**config.mk**
```make
export PLATFORM = sky130hd
export DESIGN_NAME = gcm_deadlock_report_sched
export DESIGN_NICKNAME = d
export VERILOG_FILES = /design/src/rtl/gcm_deadlock_pkg.sv /design/src/rtl/gcm_deadlock_persist_cnt.sv /design/src/rtl/gcm_deadlock_report_sched.sv
export SDC_FILE = /design/constraint.sdc
export NUM_CORES = 1
export LEC_CHECK = 0
export BUFFER_PORTS_ARGS = -buffer_cell sky130_fd_sc_hd__buf_2
export CORE_ASPECT_RATIO = 0.75
export CORE_UTILIZATION = 50
export DETAILED_ROUTE_END_ITERATION = 8
export PLACE_DENSITY = 0.78
export SYNTH_ARGS = -nofsm -noshare
export SYNTH_HDL_FRONTEND = slang
export SYNTH_HIERARCHICAL = 1
export SYNTH_SLANG_ARGS = --single-unit
```
**constraint.sdc**
```tcl
create_clock -name clock -period 3.8 [get_ports clock]
set_input_delay 0.57 -clock clock [delete_from_list [all_inputs] [get_ports clock]]
set_output_delay 0.57 -clock clock [all_outputs]
set_load 0.02 [all_outputs]
```
**src/rtl/gcm_deadlock_pkg.sv**
```systemverilog
// rtl/gcm_deadlock_pkg.sv - shared types and constants for the deadlock report scheduler
package gcm_deadlock_pkg;

    typedef enum logic {
        IDLE   = 1'b0,
        REPORT = 1'b1
    } state_t;

    localparam int DEF_HOLD_CYCLES = 16;
    localparam int DEF_CNT_W       = 8;

    // Index width never collapses to zero, even for a single monitor.
    function automatic int idx_w(input int n);
        return (n <= 1) ? 1 : $clog2(n);
    endfunction

endpackage

```
**src/rtl/gcm_deadlock_persist_cnt.sv**
```systemverilog
// rtl/gcm_deadlock_persist_cnt.sv - saturating persistence counter with per-episode reported bit
module gcm_deadlock_persist_cnt #(
    parameter int CNT_W       = 8,
    parameter int HOLD_CYCLES = 16
) (
    input  logic             clock,
    input  logic             reset,
    input  logic             enable,
    input  logic             clear,
    input  logic             mon_block,
    input  logic             set_reported,
    output logic [CNT_W-1:0] cnt,
    output logic             at_hold,
    output logic             confirmed
);

    localparam logic [CNT_W-1:0] CNT_MAX = '1;
    localparam logic [CNT_W-1:0] HOLD_V  = CNT_W'(HOLD_CYCLES);

    logic reported;

    // A dropped flag ends the episode, so the next assertion is reported afresh.
    always_ff @(posedge clock or posedge reset) begin
        if (reset) begin
            cnt      <= '0;
            reported <= 1'b0;
        end else if (clear || !mon_block) begin
            cnt      <= '0;
            reported <= 1'b0;
        end else begin
            if (enable && (cnt != CNT_MAX))
                cnt <= cnt + 1'b1;
            if (set_reported)
                reported <= 1'b1;
        end
    end

    assign at_hold   = (cnt >= HOLD_V);
    assign confirmed = at_hold && !reported;

endmodule

```
**src/rtl/gcm_deadlock_report_sched.sv**
```systemverilog
// rtl/gcm_deadlock_report_sched.sv - debounced round-robin deadlock reporter; GCM_DEADLOCK_TIMESTAMP_EN adds report_time
module gcm_deadlock_report_sched
    import gcm_deadlock_pkg::*;
#(
    parameter int  NUM_MON     = 4,
    parameter int  HOLD_CYCLES = DEF_HOLD_CYCLES,
    parameter int  CNT_W       = DEF_CNT_W,
    localparam int IDX_W       = idx_w(NUM_MON)
) (
    input  logic               clock,
    input  logic               reset,
    input  logic               enable,
    input  logic               clear,
    input  logic [NUM_MON-1:0] mon_block,
    output logic               report_valid,
    input  logic               report_ready,
    output logic [IDX_W-1:0]   report_idx,
    output logic [CNT_W-1:0]   report_cycles,
    output logic               deadlock
`ifdef GCM_DEADLOCK_TIMESTAMP_EN
    ,
    output logic [31:0]        report_time
`endif
);

    state_t             state, state_next;
    logic [CNT_W-1:0]   cnt [NUM_MON];
    logic [NUM_MON-1:0] at_hold;
    logic [NUM_MON-1:0] confirmed;
    logic [NUM_MON-1:0] set_reported;
    logic [IDX_W-1:0]   rr_ptr;
    logic [IDX_W-1:0]   sel_idx;
    logic [IDX_W-1:0]   rr_next;
    logic [IDX_W:0]     sel_sum;
    logic               sel_found;
    logic               capture;

    for (genvar i = 0; i < NUM_MON; i++) begin : g_mon
        gcm_deadlock_persist_cnt #(
            .CNT_W       (CNT_W),
            .HOLD_CYCLES (HOLD_CYCLES)
        ) u_cnt (
            .clock        (clock),
            .reset        (reset),
            .enable       (enable),
            .clear        (clear),
            .mon_block    (mon_block[i]),
            .set_reported (set_reported[i]),
            .cnt          (cnt[i]),
            .at_hold      (at_hold[i]),
            .confirmed    (confirmed[i])
        );
    end

    // First confirmed monitor at or above rr_ptr, wrapping modulo NUM_MON.
    always_comb begin
        sel_found = 1'b0;
        sel_idx   = '0;
        sel_sum   = '0;
        for (int k = 0; k < NUM_MON; k++) begin
            sel_sum = {1'b0, rr_ptr} + (IDX_W+1)'(k);
            if (sel_sum >= (IDX_W+1)'(NUM_MON))
                sel_sum = sel_sum - (IDX_W+1)'(NUM_MON);
            if (!sel_found && confirmed[sel_sum[IDX_W-1:0]]) begin
                sel_found = 1'b1;
                sel_idx   = sel_sum[IDX_W-1:0];
            end
        end
    end

    assign rr_next = (sel_idx == IDX_W'(NUM_MON - 1)) ? '0 : sel_idx + 1'b1;

    always_ff @(posedge clock or posedge reset) begin
        if (reset)
            state <= IDLE;
        else
            state <= state_next;
    end

    always_comb begin
        state_next = state;
        case (state)
            IDLE:    if (sel_found && !clear) state_next = REPORT;
            REPORT:  if (report_ready)        state_next = IDLE;
            default: state_next = IDLE;
        endcase
    end

    // report_valid decodes the state register directly so reset drops it asynchronously.
    always_comb begin
        report_valid = (state == REPORT);
        capture      = (state == IDLE) && sel_found && !clear;
        set_reported = '0;
        if (capture)
            set_reported[sel_idx] = 1'b1;
    end

    always_ff @(posedge clock or posedge reset) begin
        if (reset) begin
            report_idx    <= '0;
            report_cycles <= '0;
            rr_ptr        <= '0;
        end else if (capture) begin
            report_idx    <= sel_idx;
            report_cycles <= cnt[sel_idx];
            rr_ptr        <= rr_next;
        end
    end

    always_ff @(posedge clock or posedge reset) begin
        if (reset)
            deadlock <= 1'b0;
        else if (clear)
            deadlock <= 1'b0;
        else if (|at_hold)
            deadlock <= 1'b1;
    end

`ifdef GCM_DEADLOCK_TIMESTAMP_EN
    logic [31:0] cycle_cnt;

    always_ff @(posedge clock or posedge reset) begin
        if (reset) begin
            cycle_cnt   <= '0;
            report_time <= '0;
        end else begin
            cycle_cnt <= cycle_cnt + 32'd1;
            if (capture)
                report_time <= cycle_cnt;
        end
    end
`endif

endmodule

```
==> run_results.csv <==
group,metric,value,unit
timing,fin_crit,2590,ps
critical_path,critical_path.cell_chain,"or4_1, nor2b_1, o41ai_4, nand2b_1, nor2_1, nor2_1, nor2_1",
place,dp.final_hpwl,5080,um
route,route.detailed.vias_per_inst,6.02,
clock_tree,cts_hold_repair.buffers,0,
synthesis,post_synth_main_area_contributors,"dfrtp_1 (42%), mux2i_1 (11%), nand2_1 (5.2%), a21oi_1 (3.4%), ha_1 (3.4%)",
route,route.layer.met1.wl,3480,um
floorplanning,die_y,68.8,um
clock_tree,clock_path_buffers,2,
clock_tree,numCtsBuffers,5,
route,post_drt_wl_per_cell,16.7,um
place,placedInstanceArea,0.00314,mm2
finish,final_area,0.00323,mm2
critical_path,setup.worst_path.class,"reg2reg",
synthesis,yosysTopAreaCellShare,42.1,%
power,ir_drop,0.172,mV
clock_tree,clock_insertion_delay_worst_skew,310,ps
place,dp_slack,1320,ps
floorplanning,design.core.area,0.00553,mm2
finish,final_layout_size_suffix_gt1_share,11.8,%
floorplanning,floorplan.initialDensity,53.8,%
timing,final-setup-viol-count,0,
finish,final.fill_count,487,
critical_path,cpMostUsedCell,"nor2_1",
synthesis,synth-main-ff-cell,"dfrtp_1",
global_routing,grt_antenna_before_repair,0,
synthesis,synth-edff-count,0,
synthesis,postSynthAreaPerCell,9.39,um2
global_routing,via_count_of_the_first_global_routing_pass,2350,
finish,multi_input_area,0.00159,mm2
critical_path,critical_path_arrival,2800,ps
timing,fmaxAchievable,0.386,GHz
floorplanning,chipWidth,91.1,um
route,post-route-drc-count,0,
route,dr_wl_met2,2960,um
power,pwr_density_cell,290,mW/mm2
critical_path,critical_path_required,4000,ps
critical_path,cp_top_family,"simple AND/OR/NAND/NOR gates",
route,dr_total_vias,2488,
synthesis,post_synth_most_frequent_cells,"dfrtp_1 (50), nand2_1 (41), mux2i_1 (33)",
timing,final-hold-violation-count,0,
place,global_placement_routability_congestion,0.860,
outcome,status,"finished, final reports clean",
synthesis,mappedNetlistNets,334,
route,top_layer_used,"met4",
route,dr.first_iter.drc_count,184,
clock_tree,tritoncts_clock_tree,"done",
timing,rsz0062_at_grt,"false",
critical_path,kind_of_start_point_of_the_critical_path,"register",
finish,layout-area-overhead-vs-synth,8.70,%
critical_path,setup.worst_path.end_class,"register",
place,port_buffers,20,
route,met3_length,397,um
synthesis,ys_async_sr_fraction,100,%
critical_path,bufs_and_invs_on_worst_path,0,
floorplanning,placementRows,23,
power,static-leakage-power,1.39,nW
critical_path,critPathMaxStageDelay,570,ps
finish,antenna-diode-count,0,
critical_path,path_max_fanout,12,
timing,min_period_over_period,68.2,%
synthesis,portion_of_the_post_synthesis_area_used_by_sequential_elements,42.1,%
run,maxCapViolCount,0,
global_routing,globalRouteOverflowTotal,0,
finish,design.final.nets,354,
timing,worst_hold_slack,265,ps
route,drt_pre_antenna_iters,5,
clock_tree,cts_num_sinks,50,
timing,worst_pin_slew,606,ps
clock_tree,cts.repair.resized,0,
timing,maxSlewViolCount,0,
global_routing,grt_pass1_wl,11400,um
finish,fin_util,58.5,%
timing,clock-skew-final,3.62,ps
clock_tree,cts_htree_levels,2,
synthesis,synth_seq_cells,50,
global_routing,groute.usage.overall,24.0,%
finish,area.sequential,0.00125,mm2
floorplanning,die-area,0.00627,mm2
synthesis,netlist_area,0.00298,mm2
synthesis,synth_warnings,6,
global_routing,grt_start_max_net_pins,29,
clock_tree,clk_root_buffer_cell,"clkbuf_8",
synthesis,instance_count_of_the_mapped_netlist,317,
clock_tree,path_clk_slew,90,ps
route,drtAntennaViolNets,0,
synthesis,synth_top_cell_by_area,"dfrtp_1",
route,route.final.wire_length,6910,um
hold_path,hp-class,"in2async",
clock_tree,cts_post_setup_buffers_inserted,0,
floorplanning,pin_count,21,
timing,finalWorstSetupSlack,1210,ps
timing,setup_tns,0,ps
synthesis,post_synth_num_cell_types,35,
timing,slew_headroom,59.5,%
synthesis,yosys.cell_count.top_type,"dfrtp_1",
critical_path,crit_path_top_delay_cell,"or4_1",
-- power by group --
part           total [W]  internal [W]  switching [W]
Combinational  0.0000624     0.0000192      0.0000432
Sequential      0.000550      0.000540      0.0000103
Clock           0.000327      0.000147       0.000180
Total           0.000939      0.000706       0.000233
-- metrics by stage --
| stage | instances | power (W) |
|---|---|---|
| after global placement | 405 | 0.000621 |
| after floorplan | 317 | 0.000597 |
| final | 413 | 0.000939 |
| after global routing | 413 | 0.000973 |
| after CTS | 413 | 0.000948 |
| after detailed placement | 405 | 0.000623 |
-- worst paths after layout --
path | startpoint | endpoint | slack, ps | cells past startpoint
max | g_mon[3].u_cnt/cnt[7] | g_mon[3].u_cnt/reported | 1210 | 7
max in group asynchronous | reset | report_idx[1] | 3100 | 2
min | reset | g_mon[1].u_cnt/cnt[4] | 270 | 2
min reg2reg | report_idx[0] | report_idx[0] | 490 | 2
max reg2reg | g_mon[3].u_cnt/cnt[7] | g_mon[3].u_cnt/reported | 1210 | 7
min in group clock | report_ready | report_valid | 450 | 2
-- layout by cell type (no fill, tap or decap), types with 2 or more instances in the layout --
cell type,count
or4_1,8
buf_2,20
and4_2,4
nand3_1,8
a21boi_0,4
o31ai_1,4
o211a_1,4
nor2_1,15
a211oi_1,8
nor3_1,9
a311oi_1,4
nor2b_1,12
nand2b_1,13
and3_1,4
nand4_1,8
and2_1,4
o221ai_1,8
buf_4,2
o21ai_0,3
ha_1,8
clkbuf_8,6
nand3_2,4
inv_1,24
nand2_1,41
dfrtp_1,50
a21oi_1,20
mux2i_1,33
-- flip-flops by register name, summed over array words and instances (netlist names) --
name,cells
rr_ptr,2
report_valid,1
report_idx,2
g_mon.u_cnt/cnt,32
deadlock,1
report_cycles,8
g_mon.u_cnt/reported,4
-- final cells by class --
type / count / area share, %
clock inverter: 1 / 0.155
clock buffer: 7 / 2.67
tap: 75 / 2.90
timing repair buffer: 22 / 3.56
sequential: 50 / 38.7
multi-input combinational: 234 / 49.2
inverter: 24 / 2.79
-- worst register-to-register path: cells and delay by family (launching register included) --
kind | cells | cell delay, ps
DFF | 1 | 450
and+or+nand+nor | 6 | 1520
AOI/OAI and AO/OA | 1 | 520
-- cell families after synthesis --
logic type	count (synthesis)	synth area share [%]
XOR/XNOR	1	0.294
flip-flops	50	42.1
multiplexers	33	11.1
buffers and inverters	33	4.63
AO/OA/AOI/OAI	58	14.3
adder cells (fa/ha/maj)	8	3.36
AND/OR/NAND/NOR	134	24.3
-- routing by layer --
| layer | GRT usage (%) | vias up |
|---|---|---|
| met5 | 0 | - |
| met4 | 7.74 | 0 |
| met3 | 4.50 | 8 |
| met2 | 37.9 | 78 |
| met1 | 33.7 | 1228 |
| li1 | - | 1174 |
No activity file was read; power rests on OpenSTA's default activity.
